$ cat src/rtl/sprite_render_engine_pkg.sv
// Shared constants and FSM encoding for the sprite renderer.
package sprite_render_engine_pkg;

  localparam int unsigned X_W       = 8;
  localparam int unsigned Y_W       = 7;
  localparam int unsigned SCR_W_DEF = 160;
  localparam int unsigned SCR_H_DEF = 120;

  // 5x5 sprite bitmap, bit index r*5+c
  localparam logic [24:0] SPR_MASK_DEF = 25'h0476DC4;

  typedef enum logic [2:0] {
    S_IDLE  = 3'd0,
    S_CLEAR = 3'd1,
    S_LOAD  = 3'd2,
    S_DRAW  = 3'd3,
    S_FIN   = 3'd4
  } state_t;

endpackage

$ cat src/rtl/raster_scanner.sv
// Row-major rectangle scanner; steps one position per accepted advance.
module raster_scanner
  import sprite_render_engine_pkg::*;
#(
  parameter int unsigned CW = X_W,
  parameter int unsigned RW = Y_W
) (
  input  logic          clock,
  input  logic          reset,
  input  logic          start,
  input  logic          advance,
  input  logic [CW-1:0] col_last,
  input  logic [RW-1:0] row_last,
  output logic [CW-1:0] col,
  output logic [RW-1:0] row,
  output logic          active
);

  // active drops once the final position has been handed out
  always_ff @(posedge clock) begin
    if (reset) begin
      col    <= '0;
      row    <= '0;
      active <= 1'b0;
    end else if (start) begin
      col    <= '0;
      row    <= '0;
      active <= 1'b1;
    end else if (advance && active) begin
      if (col == col_last) begin
        col <= '0;
        if (row == row_last) begin
          row    <= '0;
          active <= 1'b0;
        end else begin
          row <= row + RW'(1);
        end
      end else begin
        col <= col + CW'(1);
      end
    end
  end

endmodule

$ cat src/rtl/sprite_render_engine.sv
// Frame renderer: optional full-screen clear, then one masked, clipped sprite per valid slot.
module sprite_render_engine
  import sprite_render_engine_pkg::*;
#(
  parameter int unsigned NUM_OBJ  = 8,
  parameter int unsigned SPR_W    = 5,
  parameter int unsigned SPR_H    = 5,
  parameter int unsigned SCR_W    = SCR_W_DEF,
  parameter int unsigned SCR_H    = SCR_H_DEF,
  parameter int unsigned COLOUR_W = 3,
  parameter logic [SPR_W*SPR_H-1:0] SPR_MASK = SPR_MASK_DEF
) (
  input  logic                         clock,
  input  logic                         reset,
  input  logic                         start,
  input  logic                         clear_en,
  input  logic [COLOUR_W-1:0]          bg_colour,
  input  logic [NUM_OBJ-1:0]           obj_valid,
  input  logic [NUM_OBJ*X_W-1:0]       obj_x,
  input  logic [NUM_OBJ*Y_W-1:0]       obj_y,
  input  logic [NUM_OBJ*COLOUR_W-1:0]  obj_colour,
  input  logic                         plot_ready,
  output logic [X_W-1:0]               x,
  output logic [Y_W-1:0]               y,
  output logic [COLOUR_W-1:0]          colour,
  output logic                         plot,
  output logic                         busy,
  output logic                         done,
  output logic [$clog2(NUM_OBJ)-1:0]   obj_index
);

  localparam int unsigned OI_W = $clog2(NUM_OBJ);
  localparam int unsigned MI_W = $clog2(SPR_W * SPR_H);
  localparam int unsigned O_W  = X_W + 1;
  localparam int unsigned P_W  = X_W + 2;

  state_t                        state;
  logic [NUM_OBJ-1:0]            snap_valid;
  logic [NUM_OBJ*X_W-1:0]        snap_x;
  logic [NUM_OBJ*Y_W-1:0]        snap_y;
  logic [NUM_OBJ*COLOUR_W-1:0]   snap_colour;
  logic [COLOUR_W-1:0]           snap_bg;
  logic signed [O_W-1:0]         ox;
  logic signed [O_W-1:0]         oy;

  logic [X_W-1:0]                scan_col;
  logic [Y_W-1:0]                scan_row;
  logic                          scan_active;
  logic                          scan_start;
  logic                          scan_advance;
  logic                          clear_pass;
  logic                          take;
  logic                          last_obj;

  logic [X_W-1:0]                slot_x;
  logic [Y_W-1:0]                slot_y;
  logic [COLOUR_W-1:0]           slot_colour;
  logic signed [P_W-1:0]         px_s;
  logic signed [P_W-1:0]         py_s;
  logic [MI_W-1:0]               mask_idx;
  logic                          pix_vis;
  logic [X_W-1:0]                pix_x;
  logic [Y_W-1:0]                pix_y;
  logic [COLOUR_W-1:0]           pix_colour;

  assign slot_x      = snap_x[32'(obj_index) * X_W +: X_W];
  assign slot_y      = snap_y[32'(obj_index) * Y_W +: Y_W];
  assign slot_colour = snap_colour[32'(obj_index) * COLOUR_W +: COLOUR_W];
  assign last_obj    = (obj_index == OI_W'(NUM_OBJ - 1));

  // Output slot is free when it holds nothing or its pixel is being accepted
  assign take         = !plot || plot_ready;
  assign clear_pass   = (state == S_CLEAR);
  assign scan_advance = (state == S_CLEAR || state == S_DRAW) && take;
  assign scan_start   = (state == S_IDLE && start && clear_en) ||
                        (state == S_LOAD && snap_valid[obj_index]);

  raster_scanner #(
    .CW (X_W),
    .RW (Y_W)
  ) u_scanner (
    .clock    (clock),
    .reset    (reset),
    .start    (scan_start),
    .advance  (scan_advance),
    .col_last (clear_pass ? X_W'(SCR_W - 1) : X_W'(SPR_W - 1)),
    .row_last (clear_pass ? Y_W'(SCR_H - 1) : Y_W'(SPR_H - 1)),
    .col      (scan_col),
    .row      (scan_row),
    .active   (scan_active)
  );

  // Pixel for the current scan position: mask lookup and screen clipping
  always_comb begin
    px_s     = $signed({ox[O_W-1], ox}) + $signed(P_W'(scan_col));
    py_s     = $signed({oy[O_W-1], oy}) + $signed(P_W'(scan_row));
    mask_idx = MI_W'(32'(scan_row) * SPR_W + 32'(scan_col));
    if (clear_pass) begin
      pix_vis    = 1'b1;
      pix_x      = scan_col;
      pix_y      = scan_row;
      pix_colour = snap_bg;
    end else begin
      pix_vis    = SPR_MASK[mask_idx] &&
                   !px_s[P_W-1] && (px_s[P_W-2:0] < (P_W-1)'(SCR_W)) &&
                   !py_s[P_W-1] && (py_s[P_W-2:0] < (P_W-1)'(SCR_H));
      pix_x      = px_s[X_W-1:0];
      pix_y      = py_s[Y_W-1:0];
      pix_colour = slot_colour;
    end
  end

  always_ff @(posedge clock) begin
    if (reset) begin
      state       <= S_IDLE;
      plot        <= 1'b0;
      busy        <= 1'b0;
      done        <= 1'b0;
      x           <= '0;
      y           <= '0;
      colour      <= '0;
      obj_index   <= '0;
      ox          <= '0;
      oy          <= '0;
      snap_valid  <= '0;
      snap_x      <= '0;
      snap_y      <= '0;
      snap_colour <= '0;
      snap_bg     <= '0;
    end else begin
      done <= 1'b0;
      case (state)
        S_IDLE: begin
          if (start) begin
            snap_valid  <= obj_valid;
            snap_x      <= obj_x;
            snap_y      <= obj_y;
            snap_colour <= obj_colour;
            snap_bg     <= bg_colour;
            busy        <= 1'b1;
            obj_index   <= '0;
            state       <= clear_en ? S_CLEAR : S_LOAD;
          end
        end
        S_CLEAR, S_DRAW: begin
          if (take) begin
            if (scan_active) begin
              plot   <= pix_vis;
              x      <= pix_x;
              y      <= pix_y;
              colour <= pix_colour;
            end else begin
              plot <= 1'b0;
              if (state == S_CLEAR) begin
                obj_index <= '0;
                state     <= S_LOAD;
              end else if (last_obj) begin
                state <= S_FIN;
              end else begin
                obj_index <= obj_index + OI_W'(1);
                state     <= S_LOAD;
              end
            end
          end
        end
        S_LOAD: begin
          if (snap_valid[obj_index]) begin
            ox    <= {1'b0, slot_x} - O_W'(SPR_W / 2);
            oy    <= O_W'(slot_y) - O_W'(SPR_H / 2);
            state <= S_DRAW;
          end else if (last_obj) begin
            state <= S_FIN;
          end else begin
            obj_index <= obj_index + OI_W'(1);
          end
        end
        S_FIN: begin
          busy  <= 1'b0;
          done  <= 1'b1;
          state <= S_IDLE;
        end
        default: state <= S_IDLE;
      endcase
    end
  end

endmodule

$ cat config.mk
export PLATFORM = sky130hd
export DESIGN_NAME = sprite_render_engine
export DESIGN_NICKNAME = d
export VERILOG_FILES = /design/src/rtl/sprite_render_engine_pkg.sv /design/src/rtl/raster_scanner.sv /design/src/rtl/sprite_render_engine.sv
export SDC_FILE = /design/constraint.sdc
export NUM_CORES = 1
export LEC_CHECK = 0
export CAP_MARGIN = 20
export CORE_MARGIN = 4
export CORE_UTILIZATION = 48
export DETAILED_ROUTE_END_ITERATION = 10
export MAX_ROUTING_LAYER = met4
export PLACE_DENSITY_LB_ADDON = 0.1
export RECOVER_POWER = 50
export REMOVE_ABC_BUFFERS = 1
export SYNTH_ARGS = -nofsm -noshare
export SYNTH_HDL_FRONTEND = slang
export SYNTH_SLANG_ARGS = --single-unit
$ cat constraint.sdc
create_clock -name clock -period 2.8 [get_ports clock]
set_input_delay 0.28 -clock clock [delete_from_list [all_inputs] [get_ports clock]]
set_output_delay 0.28 -clock clock [all_outputs]
set_load 0.005 [all_outputs]
==> results.cfg <==
[run_status]
status = finished, final reports clean

[worst_hold_path]
min_path_type = input pin to flip-flop
hold_path_depth = 2
hold_end = done
hp-start = reset

[finish]
diodes = 0
final_common_cell = nand2_1
area_growth_pct = 29.5
fin_area_um2 = 13200
final_util = 0.629
layout.nets = 1564
drive_gt1_frac = 0.0952
final_cell_mix = nand2_1 (362), dfxtp_1 (211), a21oi_1 (189), clkdlybuf4s50_1 (161), nor2_1 (61)

[die]
io_pins = 184
core-area_um2 = 21000
die-area_um2 = 23600
start_util = 0.486
num_rows = 53
dieHeight_um = 154
die_w_um = 154

[sta]
period_share = 0.965
setup_viol = 0
hold_ws_ps = 284
skew_ps = 8.24
maxSlewHeadroom = 0.149
finalHoldViolCount = 0
rsz0062_at_grt = true
max_freq_ghz = 0.370
final_max_slew_viol_count = 0
fin_crit_ps = 2700
tightestPinTransition_ps = 1280

[setup_path]
cp_num_buf_inv = 1
reg2regPathDepth = 9
critPathMaxStageDelay_ps = 510
r2r_setup_slack_ps = 100
worstSetupEndpointType = flip-flop
crit_fanout = 2
r2r-start = u_scanner.row[0]
r2r_end = plot
cp_slowest_cell = mux4_2
crit_type = flip-flop to flip-flop
path_cells = ha_1 -> ha_4 -> inv_1 -> fa_2 -> xor2_4 -> mux4_2 -> mux2i_1 -> nand4_1 -> o41ai_2
arrival_ps = 3110
required_ps = 3210
cp_top_family = adder cells
startpoint_type = flip-flop

[place]
io_buffers = 183
place_congestion = 0.858
dp_hpwl_mm = 17.3
place_area_um2 = 12300

[detailed_routing]
avgViaCountPerCell = 5.27
routed_wl_mm = 24.7
wl_per_cell_um = 14.9
drc_errors = 0
drtAntennaViolNets = 0
drt_iter0_markers = 332
drtPass1Iterations = 4
num_vias = 8761

[logic_synthesis]
ys_ff_latch = 215
synth_edf_count = 0
seq_area_frac_synth = 0.423
ys.flop_type = dfxtp_1
netlist_instances = 1216
synth_cell_types = 63
synth_area_um2 = 10200
yosys_warnings = 0
syn_avg_cell_area_um2 = 8.37
synthArstFlopShare = 0

[clocking]
cts_buffer_depth = 3
cts_inserted_buffers = 24
tritoncts = yes
cts-root-buf = clkbuf_16
htreeDepth = 1
cts_sinks = 215
clk_transition_reported_paths_ps = 60
clock_latency_ps = 510
post_cts.repair.setup_buffers = 0

[global_routing]
grt_max_degree = 106
gr-total-overflow = 0
grt_usage = 0.207
antenna_found_initial = 0
grt_pass1_wl_mm = 40.6
first_global_vias = 8318

[power]
p_switching_w = 0.00213
clock_power_share = 0.405
leakage_nw = 4.96
pwr-share-seq = 0.423
total_power_w = 0.00815
switching_share = 0.261
ir_worst_vdd_v = 0.000332
combPwrFrac = 0.172
powerDensity_nw_per_um2 = 618
p_int_w = 0.00602

[job]
maxCapViolCount = 0
synth_stat cells, types with 6 or more instances:
| cell | instances | area share |
|---|---|---|
| mux4_2 | 39 | 0.086 |
| mux2i_1 | 21 | 0.021 |
| nor3_1 | 10 | 0.0049 |
| a211oi_1 | 18 | 0.013 |
| a21oi_1 | 189 | 0.093 |
| nand4_1 | 11 | 0.0068 |
| nand2_1 | 362 | 0.13 |
| ha_1 | 30 | 0.037 |
| dfxtp_1 | 215 | 0.42 |
| clkbuf_1 | 73 | 0.027 |
| xnor2_1 | 11 | 0.0095 |
| o21ai_0 | 13 | 0.0064 |
| o211ai_1 | 7 | 0.0052 |
| nand3_1 | 20 | 0.0098 |
| a21o_1 | 6 | 0.0044 |
| a311oi_1 | 7 | 0.0060 |
| nor2b_1 | 8 | 0.0049 |
| xor2_1 | 15 | 0.013 |
| inv_1 | 17 | 0.0063 |
| nor2_1 | 61 | 0.022 |
| buf_2 | 8 | 0.0039 |
logic make-up (layout without fill, tap and decap cells):
kind of cell / Yosys count / count (layout) / synth area share
simple gates: 511 / 511 / 0.210
compound gates: 266 / 266 / 0.150
flops: 215 / 215 / 0.423
buf+inv: 102 / 272 / 0.0397
mux: 61 / 61 / 0.108
fa+ha+maj: 34 / 34 / 0.0447
xor+xnor: 27 / 27 / 0.0246
registers in the layout, summed over array words and instances (netlist names), 3 cells and up:
register and count:
colour 3, obj_index 3, ox 9, oy 8, snap_bg 3, snap_colour 24, snap_valid 8, snap_x 64
snap_y 56, state 3, u_scanner.col 8, u_scanner.row 7, x 8, y 7
power by group through the flow:
stage               Combinational (W)  Sequential [W]  Clock (W)
finish                        0.00140         0.00345    0.00330
global route                  0.00158         0.00348    0.00350
CTS                           0.00144         0.00345    0.00336
detailed placement            0.00144         0.00352          0
global placement              0.00142         0.00351          0
floorplan                    0.000874         0.00351          0
worst max-delay path by stage:
stage                           from               end  slack, ps  cells after the start
CTS                 u_scanner.row[1]              plot         60                      8
detailed placement  u_scanner.row[1]              plot       -190                      8
floorplan                   state[1]  u_scanner.col[2]      -3780                      6
finish              u_scanner.row[0]              plot        100                      9
global placement    u_scanner.row[1]              plot        -40                      8
global route        u_scanner.row[0]              plot        -40                      9
per-stage QoR:
step	std cells	setup TNS, ps	setup WS [ps]
after floorplan	1131	-532460	-3780
after global placement	1619	-44.5	-44.5
after detailed placement	1619	-192	-192
after CTS	1661	0	57.8
after global routing	1661	-40.9	-40.9
final	1661	0	97.4
area by class of cell:
cell class | instances | area, µm²
clock inverter | 9 | 125
inverter | 17 | 63.8
multi-input combinational | 899 | 5540
tap | 275 | 344
timing repair buffer | 213 | 2080
fill | 1890 | 7770
sequential | 215 | 4310
clock buffer | 33 | 716
per-layer routing:
metal  track usage  part of all wire  up-vias
met5             -                 0        -
met4        0.0429             0.018        0
met3        0.0273             0.040       34
li1              -                 -     4500
met1         0.272              0.45     4065
met2         0.347              0.49      162
what timing repair did:
action,4_1_cts,5_1_grt
gates resized for setup,4,4
hold buffers,0,0
endpoints found under the setup margin,1,1
pin swaps,3,1
Power figures use the tool's default switching activity.
